File: src/rtl/led_seq_pkg.sv
// Shared types and constants for the four-LED running-light sequencer.
// Mode encodings, initial patterns and the bounce direction encoding live here.
package led_seq_pkg;

    localparam int LED_W   = 4;
    localparam int SPEED_W = 2;

    typedef enum logic [1:0] {
        MODE_SHL    = 2'd0,
        MODE_SHR    = 2'd1,
        MODE_BOUNCE = 2'd2,
        MODE_BLINK  = 2'd3
    } mode_e;

    localparam logic [LED_W-1:0] INIT_SHL    = 4'b0001;
    localparam logic [LED_W-1:0] INIT_SHR    = 4'b1000;
    localparam logic [LED_W-1:0] INIT_BOUNCE = 4'b0001;
    localparam logic [LED_W-1:0] INIT_BLINK  = 4'b1111;

    localparam logic DIR_UP   = 1'b0;
    localparam logic DIR_DOWN = 1'b1;

    function automatic logic [LED_W-1:0] init_pattern(input mode_e m);
        logic [LED_W-1:0] p;
        case (m)
            MODE_SHL:    p = INIT_SHL;
            MODE_SHR:    p = INIT_SHR;
            MODE_BOUNCE: p = INIT_BOUNCE;
            MODE_BLINK:  p = INIT_BLINK;
            default:     p = INIT_SHL;
        endcase
        return p;
    endfunction

endpackage

File: src/rtl/led_pattern_sequencer_step_divider.sv
// Step-rate divider: counts enabled cycles and flags the terminal count of a
// period equal to BASE_DIV >> shamt. A clear restarts the period from zero.
module step_divider
    import led_seq_pkg::*;
#(
    parameter int BASE_DIV = 50_000_000,
    parameter int CNT_W    = $clog2(BASE_DIV)
) (
    input  logic               clk,
    input  logic               rst,
    input  logic               en,
    input  logic               clr,
    input  logic [SPEED_W-1:0] shamt,
    output logic               tick
);

    // One extra bit so a power-of-two BASE_DIV is representable before the -1.
    localparam logic [CNT_W:0] BASE_FULL = (CNT_W+1)'(BASE_DIV);
    localparam logic [CNT_W:0] ONE_FULL  = (CNT_W+1)'(1);

    logic [CNT_W-1:0] cnt_q, cnt_d;
    logic [CNT_W:0]   period_m1;
    logic             tc;

    always_comb begin
        period_m1 = (BASE_FULL >> shamt) - ONE_FULL;
        tc        = ({1'b0, cnt_q} == period_m1);
        tick      = en && !clr && tc;
        cnt_d     = cnt_q;
        if (clr) begin
            cnt_d = '0;
        end else if (en) begin
            cnt_d = tc ? '0 : cnt_q + CNT_W'(1);
        end
    end

    always_ff @(posedge clk) begin
        if (rst) begin
            cnt_q <= '0;
        end else begin
            cnt_q <= cnt_d;
        end
    end

endmodule

File: src/rtl/led_pattern_sequencer.sv
// Four-LED running-light sequencer: owns mode, speed, bounce direction and the
// LED register, stepping the pattern on each divider terminal count.
//
//   state (mode)  | meaning
//   MODE_SHL      | rotate left  0001->0010->0100->1000->0001
//   MODE_SHR      | rotate right 1000->0100->0010->0001->1000
//   MODE_BOUNCE   | walk up to 1000 then back down to 0001, no repeat at ends
//   MODE_BLINK    | all LEDs toggle 1111<->0000
module led_pattern_sequencer
    import led_seq_pkg::*;
#(
    parameter int BASE_DIV = 50_000_000,
    parameter int CNT_W    = $clog2(BASE_DIV)
) (
    input  logic               sys_clk,
    input  logic               sys_rst,
    input  logic               mode_next,
    input  logic               speed_next,
    input  logic               pause,
    output logic [LED_W-1:0]   led,
    output logic               step_tick,
    output logic [1:0]         mode,
    output logic [SPEED_W-1:0] speed
);

    mode_e              mode_q, mode_d;
    logic [SPEED_W-1:0] speed_q, speed_d;
    logic [LED_W-1:0]   led_q, led_d;
    logic               dir_q, dir_d;
    logic               step_tick_q, step_tick_d;
    logic               key_clr;
    logic               tick;

    // Any key press restarts the step period; the divider masks tick on a clear.
    assign key_clr = mode_next || speed_next;

    step_divider #(
        .BASE_DIV (BASE_DIV),
        .CNT_W    (CNT_W)
    ) u_step_divider (
        .clk   (sys_clk),
        .rst   (sys_rst),
        .en    (!pause),
        .clr   (key_clr),
        .shamt (speed_q),
        .tick  (tick)
    );

    always_comb begin
        mode_d      = mode_q;
        speed_d     = speed_q;
        led_d       = led_q;
        dir_d       = dir_q;
        step_tick_d = tick;

        if (speed_next) begin
            speed_d = speed_q + SPEED_W'(1);
        end

        if (mode_next) begin
            mode_d = mode_e'(mode_q + 2'd1);
            led_d  = init_pattern(mode_d);
            dir_d  = DIR_UP;
        end else if (tick) begin
            case (mode_q)
                MODE_SHL:    led_d = {led_q[LED_W-2:0], led_q[LED_W-1]};
                MODE_SHR:    led_d = {led_q[0], led_q[LED_W-1:1]};
                MODE_BOUNCE: begin
                    // Direction flips on arrival at an end so the end value shows once.
                    if (dir_q == DIR_UP) begin
                        led_d = {led_q[LED_W-2:0], 1'b0};
                        if (led_d[LED_W-1]) dir_d = DIR_DOWN;
                    end else begin
                        led_d = {1'b0, led_q[LED_W-1:1]};
                        if (led_d[0]) dir_d = DIR_UP;
                    end
                end
                MODE_BLINK:  led_d = ~led_q;
                default:     led_d = led_q;
            endcase
        end
    end

    always_ff @(posedge sys_clk) begin
        if (sys_rst) begin
            mode_q      <= MODE_SHL;
            speed_q     <= '0;
            led_q       <= INIT_SHL;
            dir_q       <= DIR_UP;
            step_tick_q <= 1'b0;
        end else begin
            mode_q      <= mode_d;
            speed_q     <= speed_d;
            led_q       <= led_d;
            dir_q       <= dir_d;
            step_tick_q <= step_tick_d;
        end
    end

    assign led       = led_q;
    assign step_tick = step_tick_q;
    assign mode      = mode_q;
    assign speed     = speed_q;

endmodule

File: config.mk
export PLATFORM = sky130hd
export DESIGN_NAME = led_pattern_sequencer
export DESIGN_NICKNAME = d
export VERILOG_FILES = /design/src/rtl/led_seq_pkg.sv /design/src/rtl/led_pattern_sequencer_step_divider.sv /design/src/rtl/led_pattern_sequencer.sv
export SDC_FILE = /design/constraint.sdc
export NUM_CORES = 1
export LEC_CHECK = 0
export CAP_MARGIN = 25
export CORE_MARGIN = 8
export CORE_UTILIZATION = 55
export CTS_BUF_LIST = sky130_fd_sc_hd__clkbuf_8
export DETAILED_ROUTE_END_ITERATION = 10
export PLACE_DENSITY_LB_ADDON = 0.3
export SETUP_SLACK_MARGIN = 0.4
export SLEW_MARGIN = 15
export SYNTH_ARGS = -nofsm -noshare
export SYNTH_HDL_FRONTEND = slang
export SYNTH_SLANG_ARGS = --single-unit
File: constraint.sdc
create_clock -name sys_clk -period 2.65 [get_ports sys_clk]
set_input_delay 0.3975 -clock sys_clk [delete_from_list [all_inputs] [get_ports sys_clk]]
set_output_delay 0.3975 -clock sys_clk [all_outputs]
set_load 0.02 [all_outputs]
==> results of run 1 <==
[flip-flops by register name (all words and copies together), names as in the netlist]
| signal | flops |
|---|---|
| dir_q | 1 |
| led | 4 |
| mode | 2 |
| speed | 2 |
| step_tick | 1 |
| u_step_divider.cnt_q | 26 |
[final cells by class]
| cell class | count | area (um2) |
|---|---|---|
| Clock buffer | 7 | 96.3 |
| Multi-Input combinational cell | 189 | 1380 |
| Sequential cell | 36 | 728 |
| Inverter | 11 | 48.8 |
| Fill cell | 274 | 1080 |
| Timing Repair Buffer | 26 | 239 |
| Tap cell | 48 | 60.1 |
| Clock inverter | 1 | 30.0 |
[routing by layer]
| layer | part of all wire, % | wire (um) | GRT usage [%] | up-vias |
|---|---|---|---|---|
| met5 | 0 | 0 | 0 | - |
| met4 | 3.0 | 156 | 7.74 | 0 |
| met3 | 6.4 | 332 | 4.72 | 17 |
| met2 | 47 | 2440 | 24.9 | 84 |
| met1 | 43 | 2220 | 18.9 | 890 |
| li1 | - | - | - | 882 |
[cell usage after synthesis (2+ instances only)]
cell and n:
nand4b_1 2, or3b_1 2, o21ai_0 7, dfxtp_1 36, nor2_1 38, xnor2_1 18, nor4_1 3, nand4_1 8
and3_1 6, nor3_1 7, inv_1 11, clkbuf_1 4, nor3_2 2, and4_1 3, nand3_1 12, nor4_2 2
buf_2 4, ha_1 12, nand2_1 13, or2_2 2, mux2i_1 4, nor2b_1 5, a21oi_1 5, a31oi_1 3
xor2_1 19, o211ai_1 2
[power by group]
group          internal [mW]  switching, mW  leakage [nW]
Sequential             0.551         0.0168         0.293
Combinational          0.107          0.119         0.594
Clock                  0.332          0.204        0.0645
[repair_timing]
action | in CTS | in global routing
setup buffers | 2 | 6
cloned | 0 | 1
gates resized for setup | 2 | 24
endpoints found under the setup margin | 6 | 32
pin swaps | 1 | 18
[critical path, cell delays in order (launching register included)]
cell and delay, ns:
dfxtp_4 0.39, clkinvlp_4 0.19, ha_4 0.26, xnor2_1 0.13, nor3_1 0.24, and4_2 0.30, nand4_4 0.13, mux2_4 0.33
nor4_2 0.23
[per-stage QoR]
step | hold slack [ns] | instances
4_1_cts | 0.538 | 311
5_1_grt | 0.580 | 318
6_report | 0.532 | 318
3_5_place_dp | 0.527 | 301
3_3_place_gp | 0.511 | 301
2_1_floorplan | 0.491 | 244
[kinds of logic after synthesis]
logic type / after synthesis / synth area share, %
AND/OR/NAND/NOR: 111 / 28.7
XOR/XNOR: 37 / 15.6
flip-flops: 36 / 34.7
AO/OA/AOI/OAI: 24 / 7.52
buffers and inverters: 19 / 3.67
adder cells (fa/ha/maj): 12 / 7.22
multiplexers: 5 / 2.65
[worst paths after layout]
path                                            start             endpoint  slack [ns]  cells past startpoint
worst max-delay path            speed[1]$_SDFFE_PP0P_  led[3]$_SDFFE_PP0P_        0.36                      8
worst min-delay path               dir_q$_SDFFE_PP0P_   dir_q$_SDFFE_PP0P_        0.53                      2
worst min register to register     dir_q$_SDFFE_PP0P_   dir_q$_SDFFE_PP0P_        0.53                      2
worst max register to register  speed[1]$_SDFFE_PP0P_  led[3]$_SDFFE_PP0P_        0.36                      8
==> results.sh, run 1 <==
export IMPL_io_pin_count=14
export IMPL_yosysWarnings=0
export IMPL_num_vias=1873
export IMPL_cts_max_path_buffers=2
export IMPL_maxSlewViolCount=0
export IMPL_setup_ws_ns=0.359
export IMPL_portBuffers=13
export IMPL_path_max_fanout=6
export IMPL_placed_cell_area_um2=2270
export IMPL_synth_main_ff_cell="dfxtp_1"
export IMPL_synth_top_cell_by_area="dfxtp_1"
export IMPL_hold_class="flop to flop"
export IMPL_routedWlPerCell_um=16.2
export IMPL_final_util_pct=70.5
export IMPL_place_ws_ns=0.210
export IMPL_syn_area_per_cell_um2=8.52
export IMPL_tns_ns=0
export IMPL_arrival_ns=2.49
export IMPL_die_area_um2=6000
export IMPL_hold_violations=0
export IMPL_grt_pass1_vias=1687
export IMPL_slew_headroom_pct=70.8
export IMPL_p_total_mw=1.33
export IMPL_synth_edf_count=0
export IMPL_root_buffer="clkbuf_8"
export IMPL_dr_pass1_iters=5
export IMPL_die_h_um=77.5
export IMPL_mostFrequentLayoutCell="nor2_1"
export IMPL_ctsHoldBuffers=0
export IMPL_p_leak_nw=0.951
export IMPL_synth_area_um2=2080
export IMPL_final_area_um2=2580
export IMPL_cts_max_level=2
export IMPL_status="finished clean"
export IMPL_syn2layout_area_growth_pct=24.1
export IMPL_drtIter0Drc=162
export IMPL_core_area_um2=3660
export IMPL_worstSetupPathType="flop to flop"
export IMPL_setup_viol=0
export IMPL_start_kind="flop"
export IMPL_yosys_cell_types_count=40
export IMPL_drive_above_1_share_pct=16.7
export IMPL_layout_min_cycle_time_ns=2.29
export IMPL_power_density_nw_per_um2=515
export IMPL_critPathRequiredTime_ns=2.85
export IMPL_grt_pass1_wl_um=7710
export IMPL_totalWireLength_um=5150
export IMPL_syn_nets=261
export IMPL_gp_congestion=0.934
export IMPL_cap_violations=0
export IMPL_synthTopCellsByArea="dfxtp_1, xor2_1, xnor2_1"
export IMPL_grt_ovfl_total=0
export IMPL_fin_skew_ns=0.00911
export IMPL_clock_latency_ns=0.29
export IMPL_insertedDiodeCount=0
export IMPL_grt_usage_pct=15.7
export IMPL_hpwl_um=3340
export IMPL_ant_nets=0
export IMPL_ys_seq_area_share_pct=34.7
export IMPL_cp_end_kind="flop"
export IMPL_drc_errors=0
export IMPL_cts_sinks=36
export IMPL_grt_setup_unrepaired="true"
export IMPL_final_nets=286
export IMPL_initial_utilization_pct=56.8
export IMPL_viasPerCell=5.89
export IMPL_peakVddDrop_mv=0.413
export IMPL_synth_seq_cells=36
export IMPL_period_share_pct=86.4
export IMPL_final_cell_mix="nor2_1, dfxtp_1, xor2_1, xnor2_1, clkdlybuf4s50_1"
export IMPL_netlist_area_leader_share_pct=34.7
export IMPL_max_freq_mhz=437
export IMPL_syn_inst=244
export IMPL_rows=22
export IMPL_antenna_found_initial=0
export IMPL_grt_max_degree=15
export IMPL_die_w_um=77.5
export IMPL_cts_buffers=5
export IMPL_clkSlewWorstSetupHoldPaths_ns=0.08
export IMPL_cts_tree="built"
export IMPL_tightest_slew_ns=0.436
export IMPL_synthArstFlopShare_pct=0
No activity file was read; power rests on OpenSTA's default activity.
==> inputs of run 2 (changes only) <==
CORE_MARGIN = not set   (was 8)
MAX_ROUTING_LAYER = met4   (was not set)
==> run 2 against run 1 <==
Effect of this change: register-to-register slack improved by 0.08 ns; worst hold slack gained 0.0010 ns; highest routed layer unchanged; final area decreased by 3.4%; critical endpoint unchanged.
==> results.sh, run 2 (synthesized netlist as in run 1, its figures left out) <==
export IMPL_hold_class="flop to flop"
export IMPL_setup_viol=0
export IMPL_regArea_um2=728
export IMPL_slowest_stage="dfxtp_4"
export IMPL_final_util_pct=71.9
export IMPL_gp_congestion=0.903
export IMPL_die_h_um=63.5
export IMPL_final_nets=283
export IMPL_initial_utilization_pct=60.0
export IMPL_tightest_slew_ns=0.436
export IMPL_maxSlewViolCount=0
export IMPL_power_density_nw_per_um2=471
export IMPL_max_stage_delay_ns=0.41
export IMPL_worstSetupPathType="flop to flop"
export IMPL_clock_latency_ns=0.29
export IMPL_hpwl_um=3100
export IMPL_max_freq_mhz=452
export IMPL_grt_setup_unrepaired="true"
export IMPL_status="finished clean"
export IMPL_rows=21
export IMPL_grt_pass1_wl_um=7400
export IMPL_grt_ovfl_total=0
export IMPL_cts_max_path_buffers=2
export IMPL_start_kind="flop"
export IMPL_cts_tree="built"
export IMPL_finalNonFillerCells=313
export IMPL_critPathRequiredTime_ns=2.85
export IMPL_layout_min_cycle_time_ns=2.21
export IMPL_die_area_um2=4030
export IMPL_viasPerCell=5.43
export IMPL_largest_reg_flops=26
export IMPL_cap_violations=0
export IMPL_drc_errors=0
export IMPL_syn2layout_area_growth_pct=19.9
export IMPL_grt_pass1_vias=1616
export IMPL_arrival_ns=2.41
export IMPL_totalWireLength_um=4430
export IMPL_cp_end_kind="flop"
export IMPL_fin_skew_ns=0.00665
export IMPL_drtIter0Drc=149
export IMPL_hold_violations=0
export IMPL_root_buffer="clkbuf_8"
export IMPL_final_cell_mix="nor2_1, dfxtp_1, xor2_1, xnor2_1"
export IMPL_cts_buffers=5
export IMPL_peakVddDrop_mv=0.469
export IMPL_path_max_fanout=7
export IMPL_clkSlewWorstSetupHoldPaths_ns=0.07
export IMPL_ant_nets=0
export IMPL_num_vias=1701
export IMPL_grt_max_degree=14
export IMPL_mostFrequentLayoutCell="nor2_1"
export IMPL_multi_input_area_um2=1350
export IMPL_insertedDiodeCount=0
export IMPL_regMostFlops="u_step_divider.cnt_q"
export IMPL_io_pin_count=14
export IMPL_drive_above_1_share_pct=13.9
export IMPL_grt_usage_pct=24.7
export IMPL_slew_headroom_pct=70.9
export IMPL_portBuffers=13
export IMPL_period_share_pct=83.5
export IMPL_place_inst=299
export IMPL_crit_chain="clkinvlp_4 > ha_4 > xor2_1 > mux2i_2 > nor3_2 > nand4_4 > mux2_4 > nor4_2"
export IMPL_antenna_found_initial=0
export IMPL_cts_sinks=36
export IMPL_core_area_um2=3470
export IMPL_die_w_um=63.5
export IMPL_dr_pass1_iters=4
export IMPL_n_fill_cell=277
export IMPL_r2r_slack_ns=0.44
export IMPL_tns_ns=0
export IMPL_p_leak_nw=0.909
export IMPL_routedWlPerCell_um=14.1
export IMPL_cts_max_level=2
[run 2: cell types whose count changed in the layout (fill, tap and decap cells not counted), sizes merged]
cell	before	now
buf	13	10
clkbuf	7	6
clkinvlp	2	3
bufinv	1	0
inv	9	10
[run 2: final timing paths]
path / startpoint / endpoint / depth (start not counted)
max reg2reg: speed[0]$_SDFFE_PP0P_ / led[3]$_SDFFE_PP0P_ / 8
min: dir_q$_SDFFE_PP0P_ / dir_q$_SDFFE_PP0P_ / 2
min reg2reg: dir_q$_SDFFE_PP0P_ / dir_q$_SDFFE_PP0P_ / 2
max: speed[0]$_SDFFE_PP0P_ / led[3]$_SDFFE_PP0P_ / 8
[run 2: final cells by class]
class	instances	area share (%)
Clock buffer	6	3.31
Inverter	11	1.96
Multi-Input combinational cell	189	54.2
Timing Repair Buffer	23	8.53
Clock inverter	2	0.452
Sequential cell	36	29.2
Tap cell	46	2.31
[run 2: where the power goes]
group | internal (mW) | switching (mW) | leakage, nW
clock | 0.207 | 0.192 | 0.0486
sequential | 0.552 | 0.0165 | 0.293
combinational | 0.0987 | 0.108 | 0.568
[run 2: stage by stage]
stage | hold WS (ns) | power [mW] | setup slack [ns] | instance area [um2]
finish | 0.533 | 1.17 | 0.438 | 2490
global route | 0.571 | 1.23 | 0.299 | 2490
CTS | 0.534 | 1.15 | 0.424 | 2380
detailed placement | 0.524 | 0.746 | 0.264 | 2270
global placement | 0.517 | 0.742 | 0.300 | 2270
floorplan | 0.491 | 0.692 | 0.416 | 2080
[run 2: layer usage]
layer / track usage [%] / vias to the layer above / share of wire, %
met5: - / - / 0
met4: 10.8 / 0 / 1.3
met2: 35.0 / 35 / 45
met3: 5.98 / 5 / 4.0
li1: - / 880 / -
met1: 33.1 / 781 / 50
[run 2: timing repair]
action,CTS,global route
setup buffers,1,5
endpoints found under the setup margin,4,28
pin swaps,1,9
resized for setup,2,15
hold buffers,0,0
[run 2: worst max-delay path, delay by kind of cell (launching register included)]
family        cells  cell delay, ns
simple gates      3            0.63
mux               2            0.51
fa+ha+maj         1            0.24
buf+inv           1            0.17
xor+xnor          1            0.17
flops             1            0.41
==> inputs of run 3 (changes only) <==
clock period = 1.85 ns   (was 2.65 ns; I/O delays follow)
==> run 3 against run 2 <==
Effect of this change: the run now ends with negative setup slack left; critical path depth is 1 higher; total power up 48%; fmax is 0.70% higher; global-route usage rose by 3.5 points; worst hold slack better by 0.0013 ns; clock skew decreased by 0.0014 ns; flip-flop and latch count stayed put; final cell count is 9.6% higher; combinational power is 61% higher; sequential share of layout area down 3.1 points; largest power group unchanged; highest routed layer unchanged.
==> results.sh, run 3 (synthesized netlist as in run 1, its figures left out) <==
export IMPL_status="finished, violations left"
export IMPL_violations="negative setup slack"
export IMPL_die_h_um=63.5
export IMPL_drtIter0Drc=174
export IMPL_rows=21
export IMPL_portBuffers=13
export IMPL_setup_ws_ns=-0.347
export IMPL_core_area_um2=3470
export IMPL_final_cell_mix="nor2_1, buf_4, dfxtp_1, xor2_1, xnor2_1"
export IMPL_hold_violations=0
export IMPL_tightest_slew_ns=0.514
export IMPL_root_buffer="clkbuf_8"
export IMPL_place_ws_ns=-0.227
export IMPL_critPathRequiredTime_ns=2.02
export IMPL_io_pin_count=14
export IMPL_maxSlewViolCount=0
export IMPL_grt_pass1_wl_um=8400
export IMPL_grt_pass1_vias=1819
export IMPL_gp_congestion=0.895
export IMPL_syn2layout_area_growth_pct=34.2
export IMPL_die_w_um=63.5
export IMPL_viasPerCell=5.82
export IMPL_regMostFlops="u_step_divider.cnt_q"
export IMPL_grt_setup_unrepaired="true"
export IMPL_drive_above_1_share_pct=24.6
export IMPL_hpwl_um=3580
export IMPL_antenna_found_initial=0
export IMPL_peakVddDrop_mv=0.536
export IMPL_routedWlPerCell_um=17.0
export IMPL_dr_pass1_iters=5
export IMPL_place_inst=328
export IMPL_worstSetupPathType="flop to flop"
export IMPL_clock_latency_ns=0.29
export IMPL_period_share_pct=119
export IMPL_setup_viol=32
export IMPL_slowest_stage="dfxtp_4"
export IMPL_ant_nets=0
export IMPL_p_leak_nw=1.13
export IMPL_start_kind="flop"
export IMPL_layout_min_cycle_time_ns=2.20
export IMPL_cp_end_kind="flop"
export IMPL_slew_headroom_pct=65.6
export IMPL_cts_buffers=5
export IMPL_finalNonFillerCells=343
export IMPL_hold_class="flop to flop"
export IMPL_ctsHoldBuffers=0
export IMPL_largest_reg_flops=26
export IMPL_cts_sinks=36
export IMPL_crit_chain="inv_6 > ha_4 > nor4_4 > xor2_1 > nor3_1 > nand4_1 > buf_4 > nand3_1 > a31oi_1"
export IMPL_initial_utilization_pct=60.0
export IMPL_final_util_pct=80.5
export IMPL_tns_ns=-8.76
export IMPL_cts_max_level=2
export IMPL_power_density_nw_per_um2=625
export IMPL_grt_max_degree=24
export IMPL_final_nets=313
export IMPL_grt_ovfl_total=0
export IMPL_mostFrequentLayoutCell="nor2_1"
export IMPL_max_stage_delay_ns=0.41
export IMPL_path_max_fanout=6
export IMPL_grt_usage_pct=28.2
export IMPL_arrival_ns=2.37
export IMPL_max_freq_mhz=455
export IMPL_num_vias=1995
export IMPL_clkSlewWorstSetupHoldPaths_ns=0.07
export IMPL_drc_errors=0
export IMPL_cts_tree="built"
export IMPL_die_area_um2=4030
export IMPL_cts_max_path_buffers=2
export IMPL_cap_violations=0
export IMPL_totalWireLength_um=5840
export IMPL_insertedDiodeCount=0
export IMPL_fin_skew_ns=0.00524
## run 3: cell types whose count changed in the layout (fill, tap and decap cells not counted), sizes merged
cell	previous run	this run
buf	10	38
clkdlybuf4s50	13	4
dlygate4sd2	0	8
clkbuf	6	9
clkinvlp	3	0
inv	10	13
## run 3: worst paths after layout
| check | start | endpoint | slack, ns | depth (start not counted) |
|---|---|---|---|---|
| worst max register to register | speed[0]$_SDFFE_PP0P_ | led[1]$_SDFFE_PP0P_ | -0.35 | 9 |
| worst min register to register | u_step_divider.cnt_q[1]$_SDFFE_PP0N_ | u_step_divider.cnt_q[1]$_SDFFE_PP0N_ | 0.53 | 2 |
| worst max-delay path | speed[0]$_SDFFE_PP0P_ | led[1]$_SDFFE_PP0P_ | -0.35 | 9 |
| worst min-delay path | u_step_divider.cnt_q[1]$_SDFFE_PP0N_ | u_step_divider.cnt_q[1]$_SDFFE_PP0N_ | 0.53 | 2 |
## run 3: repair_timing
action | in CTS | in global routing
gates resized for setup | 17 | 11
setup buffers | 2 | 3
endpoints found under the setup margin | 41 | 33
gates cloned | 0 | 2
pin swaps | 8 | 4
## run 3: where the power goes
group          total (mW)  switching [mW]  leakage [nW]  internal [mW]
sequential          0.816          0.0263         0.293          0.790
clock               0.593           0.295        0.0529          0.298
combinational       0.334           0.176         0.788          0.158
total                1.74           0.497          1.13           1.25
## run 3: metrics by stage
step	instance area [um2]	power, mW	hold slack (ns)
after floorplan	2160	1.02	0.413
after global placement	2560	1.11	0.512
after detailed placement	2560	1.12	0.526
after CTS	2690	1.70	0.538
after global routing	2790	1.81	0.577
final	2790	1.74	0.534
## run 3: critical path, delay by kind of cell (launching register included)
kind,cells,cell delay (ns)
buffers and inverters,2,0.29
AND/OR/NAND/NOR,4,0.92
XOR/XNOR,1,0.17
flip-flops,1,0.41
AO/OA/AOI/OAI,1,0.09
adder cells (fa/ha/maj),1,0.19
## run 3: final cells by class
cell class | instances | area, um2
flip-flops and latches | 36 | 728
clock inverters | 2 | 10.0
repair buffers | 53 | 467
multi-input cells | 189 | 1400
inverters | 11 | 48.8
well taps | 46 | 57.6
fillers | 219 | 677
clock buffers | 6 | 82.6
## run 3: metal layers
metal	wire (um)	vias to the layer above	track usage, %	part of all wire, %
met5	0	-	-	0
met4	161	0	12.5	2.8
met3	426	21	5.07	7.3
met2	2820	113	43.6	48
met1	2430	913	35.7	42
li1	-	948	-	-
